`src/rtl/crc_pkg.sv`:
```
// Shared CRC-8 constants for the serial CRC generator and its users.
// Defaults describe CRC-8/SMBUS: x^8+x^2+x+1, zero initial value.
package crc_pkg;

    localparam int         CRC_WIDTH = 8;
    localparam logic [7:0] CRC_POLY  = 8'h07;
    localparam logic [7:0] CRC_INIT  = 8'h00;

endpackage : crc_pkg

```
`src/rtl/crc8_serial.sv`:
```
// Bit-serial CRC-8 generator: one message bit per enabled clock, MSB of each byte first.
// The register accumulates until reset; crc_out is the register itself.
module crc8_serial
    import crc_pkg::*;
#(
    parameter int               WIDTH = CRC_WIDTH,
    parameter logic [WIDTH-1:0] POLY  = CRC_POLY,
    parameter logic [WIDTH-1:0] INIT  = CRC_INIT
) (
    input  logic             en,
    input  logic             clk,
    input  logic             reset,
    input  logic             d_in,
    output logic [WIDTH-1:0] crc_out
);

    logic [WIDTH-1:0] crc_r;
    logic [WIDTH-1:0] crc_next_s;
    logic             fb_s;

    // Next-state: LFSR shift with polynomial feedback, or hold when not enabled
    always_comb begin
        fb_s       = crc_r[WIDTH-1] ^ d_in;
        crc_next_s = crc_r;
        if (en) begin
            crc_next_s = {crc_r[WIDTH-2:0], 1'b0} ^ (fb_s ? POLY : {WIDTH{1'b0}});
        end else begin
            crc_next_s = crc_r;
        end
    end

    // CRC register; reset wins over a simultaneous enabled bit
    always_ff @(posedge clk or posedge reset) begin
        if (reset) begin
            crc_r <= INIT;
        end else begin
            crc_r <= crc_next_s;
        end
    end

    assign crc_out = crc_r;

endmodule : crc8_serial

```
`config.mk`:
```
export PLATFORM = sky130hd
export DESIGN_NAME = crc8_serial
export DESIGN_NICKNAME = d
export VERILOG_FILES = /design/src/rtl/crc_pkg.sv /design/src/rtl/crc8_serial.sv
export SDC_FILE = /design/constraint.sdc
export NUM_CORES = 1
export LEC_CHECK = 0
export BUFFER_PORTS_ARGS = -buffer_cell sky130_fd_sc_hd__buf_2
export CAP_MARGIN = 10
export CORE_AREA = 2 2 39 41
export DETAILED_ROUTE_END_ITERATION = 10
export DIE_AREA = 0 0 41 43
export MAX_ROUTING_LAYER = met4
export PLACE_DENSITY = 0.58
export SLEW_MARGIN = 5
export SYNTH_ARGS = -nofsm -noshare
export SYNTH_HDL_FRONTEND = slang
export SYNTH_SLANG_ARGS = --single-unit
```
`constraint.sdc`:
```
create_clock -name clk -period 1.3 [get_ports clk]
set_input_delay 0.325 -clock clk [delete_from_list [all_inputs] [get_ports clk]]
set_output_delay 0.325 -clock clk [all_outputs]
set_load 0.005 [all_outputs]
```
=== Yosys cells after proc, flatten, opt, wreduce, memory -nomap -nowiden ===
Cells that the tools add are included.

* Register bits: 8
* Input port bits: 4
* Logic and storage cells: 4

* Multiplexer cells: 1
* Bitwise operators: 2

{| class="wikitable"
|+ Operators with widths
! operator !! number
|-
| bitwise XOR 8 x 3 -> 8 bit || 1
|-
| two-way mux 3 bit || 1
|-
| bitwise XOR 1 bit || 1
|}

=== Depth between registers and ports, before layout ===
* Depth after elaboration: 3
* Mapped depth: 3
* Mapped depth without buffers: 2

=== Worst setup path after synthesis ===
Ideal clock, no wire load.

* Path type: register to register
* From: reg crc_r[0], in the netlist crc_out[0]
* To: reg crc_r[1], in the netlist crc_out[1]
* Library setup time: 0.125 ns
* Data arrival time: 1.001 ns
* Data required time: 1.175 ns
* Path slack: 0.174 ns
* Stages on the path, launching flop included: 3
* Path buffers: 0
* Path through: dfrtp_1 xor3_1 mux2_2

* Longest elaborated chain between the ends: 1

{| class="wikitable"
|+ RTL lines
! element !! line !! RTL
|-
| from (decl) || crc8_serial.sv:17 || <nowiki>logic [WIDTH-1:0] crc_r;</nowiki>
|-
| from (signal assigned) || crc8_serial.sv:37 || <nowiki>crc_r <= crc_next_s;</nowiki>
|-
| bitwise XOR 8 x 3 -> 8 bit || crc8_serial.sv:26 || <nowiki>crc_next_s = {crc_r[WIDTH-2:0], 1'b0} ^ (fb_s ? POLY : {WIDTH{1'b0}});</nowiki>
|}

No other way between the ends.
A chain may end at the register's enable or synchronous reset.

=== Final worst setup path ===
* From: reg crc_r[7], in the netlist crc_out[7]
* To: out crc_out[7]

{| class="wikitable"
|+ RTL lines
! element !! line !! RTL
|-
| to (decl) || crc8_serial.sv:14 || <nowiki>output logic [WIDTH-1:0] crc_out</nowiki>
|}

No word-level cell between the ends.

==> metrics.yaml <==
status:
  outcome: "complete, no violations"
setup_path:
  cells_along_the_critical_path: "buf_2"
  worst_path_largest_cell_delay_ns: 0.43
  critPathBufInv: 1
  reg2reg_path_depth: 2
  timing.critical_path.fanout_max: 5
  critical-path-slowest-cell: "dfrtp_1"
  arrival_ns: 0.83
  reg2reg_from: "crc_out[1]$_DFFE_PP0P_"
  worstSetupEndpointType: "output pin"
  timing.critical_path.from: "crc_out[7]$_DFFE_PP0P_"
  cp_data_required_time_ns: 0.98
  worst-setup-path-type: "register to output pin"
  timing.reg2reg.setup_slack_ns: 0.15
  worst_setup_start_kind: "register"
  timing.rr.end: "crc_out[2]$_DFFE_PP0P_"
  critical_path_stages: 1
  setup.worst_path.end: "crc_out[7]"
  worst_path_dominant_cell_family: "flip-flops"
clock_tree:
  numCtsBuffers: 3
  cts-hold-fix-buffers: 0
  ctsRootBufferMaster: "clkbuf_4"
  cts_setup_buffers: 0
  insertion_delay_ns: 0.25
  cts-root-to-sink-buffers: 2
  tritoncts: "done"
  clkSinkCount: 8
  cts-htree-levels: 1
  cts.clk_slew.worst_paths_ns: 0.05
  cts_repair_resize_count: 0
logic_synthesis:
  synth.yosys.warnings: 0
  syn_nets: 26
  mappedNetlistArea_um2: 352.8
  synthCells: 22
  synth-seq-area-share_pct: 56.74
  synth_cell_type_count: 8
  postSynthRegisterBits: 8
  synth.avg_cell_area_um2: 16.04
global_routing:
  grt_pass1_wl_um: 945
  antenna_found_initial: 0
  grt_max_degree: 10
  global_route.usage.total_pct: 8.845
  grt_overflow: 0
  grt_pass1_vias: 219
final_layout:
  post-route-util_pct: 32.19
  final_nets: 41
  final.fill_count: 150
  antenna_cells: 0
  ratio_of_cells_with_drive_above_1_in_the_final_layout_pct: 60.00
  flip_flop_count_of_the_largest_register_all_copies_and_words_added: 8
  layout.cells.most_common: "buf_2"
  final_cell_mix: "buf_2 (11), dfrtp_1 (8), mux2_2 (7), clkbuf_4 (3), xor3_1 (2)"
  flow.area_growth_from_synthesis_pct: 26.24
floorplanning:
  initial_standard_cell_utilization_of_the_core_pct: 25.50
  row_count: 14
  core_area_um2: 1384
  die_width_um: 41
  die_area_um2: 1763
  die_extent_in_y_um: 43
  ios: 12
routing:
  route.vias.total: 213
  finalWirelength_um: 556
  number_of_nets_with_antenna_violations_after_detailed_routing: 0
  drc_violations: 0
  wire_per_inst_um: 10.90
  drt_pass1_iterations: 1
  route.detailed.vias_per_inst: 4.176
  starting_drt_drc_count: 0
power:
  power.ir.vdd_worst_v: 0.0008287
  leak_pwr_nw: 0.2183
  power.switching_w: 0.0002959
  share_seq_of_total_power_pct: 44.4
  pwr_density_cell_nw_per_um2: 2399
  p_int_w: 0.0007728
  swShare_pct: 27.69
  power.share.combinational_pct: 38.6
  clk_pwr_share_pct: 17.0
place:
  routabilityCongestion: 0.6838
  placement.io_buffers: 11
timing:
  timing_max_transition_violations_final: 0
  finalSetupTns_ns: 0
  final_min_period_over_clock_period_pct: 89.06
  max_slew_margin_pct: 79.51
  fin_worst_skew_ns: 0.002611
  final_period_minus_worst_setup_slack_ns: 1.158
  max_freq_mhz: 863.7
  setup_viol: 0
  grt_setup_unrepaired: "no"
  final_hold_viol_count: 0
  worstMarginPinSlew_ns: 0.3070
job:
  max_cap_viol_count: 0
min_path:
  min-delay-path-class: "input port to async pin"
## power by group through the flow
| stage | sequential, W | clock (W) | combinational [W] |
|---|---|---|---|
| after floorplan | 0.000482 | 0 | 0.000251 |
| after global placement | 0.000471 | 0 | 0.000412 |
| after detailed placement | 0.000481 | 0 | 0.000421 |
| after CTS | 0.000478 | 0.000196 | 0.000421 |
| after global routing | 0.000495 | 0.000220 | 0.000446 |
| final | 0.000474 | 0.000182 | 0.000413 |
## per-layer routing
layer,wire length [um],global-route usage (%),vias to the layer above,share of wire [%]
li1,-,-,105,-
met3,49,4.712,2,8.8
met2,247,10.94,8,44
met1,252,9.667,98,45
met5,0,-,-,0
met4,7,8.000,0,1.3
## synth_stat cells
master / n / share of area [%]
nor2_1: 1 / 1.1
a21oi_1: 1 / 1.4
buf_2: 1 / 1.4
xnor2_1: 1 / 2.5
mux2_2: 7 / 22
xor3_1: 2 / 13
inv_1: 1 / 1.1
dfrtp_1: 8 / 57
## cells by family after synthesis
family | share of synthesized area, %
AOI/OAI and AO/OA | 1.417
xor gates and xnor gates | 15.96
buffers and inverters | 2.480
DFF | 56.74
muxes | 22.34
and+or+nand+nor | 1.063
## through the flow
step | instance area [um^2] | hold WS (ns) | instances | worst slack [ns] | total power (W)
final | 445.4 | 0.01429 | 51 | 0.1422 | 0.001069
after global routing | 445.4 | 0.01872 | 51 | 0.09077 | 0.001161
after CTS | 445.4 | 0.009733 | 51 | 0.1179 | 0.001095
after detailed placement | 422.9 | 0.2839 | 48 | 0.09737 | 0.0009020
after global placement | 422.9 | 0.2710 | 48 | 0.1217 | 0.0008829
after floorplan | 352.8 | 0.1407 | 22 | 0.1741 | 0.0007330
## worst min path at each step
stage | start | end | cells past startpoint
after CTS | reset | crc_out[7]$_DFFE_PP0P_ | 2
after floorplan | reset | crc_out[0]$_DFFE_PP0P_ | 1
after global placement | reset | crc_out[7]$_DFFE_PP0P_ | 2
final | reset | crc_out[7]$_DFFE_PP0P_ | 2
after global routing | reset | crc_out[4]$_DFFE_PP0P_ | 2
after detailed placement | reset | crc_out[6]$_DFFE_PP0P_ | 2
## area by class of cell
type	instances	area (um^2)	share of cell area [%]
sequential	8	200.2	44.94
timing repair buffer	11	55.05	12.36
tap	16	20.02	4.494
clock buffer	3	22.52	5.056
inverter	1	3.754	0.8427
multi-input combinational	12	143.9	32.30
No activity file was read; power rests on OpenSTA's default activity.
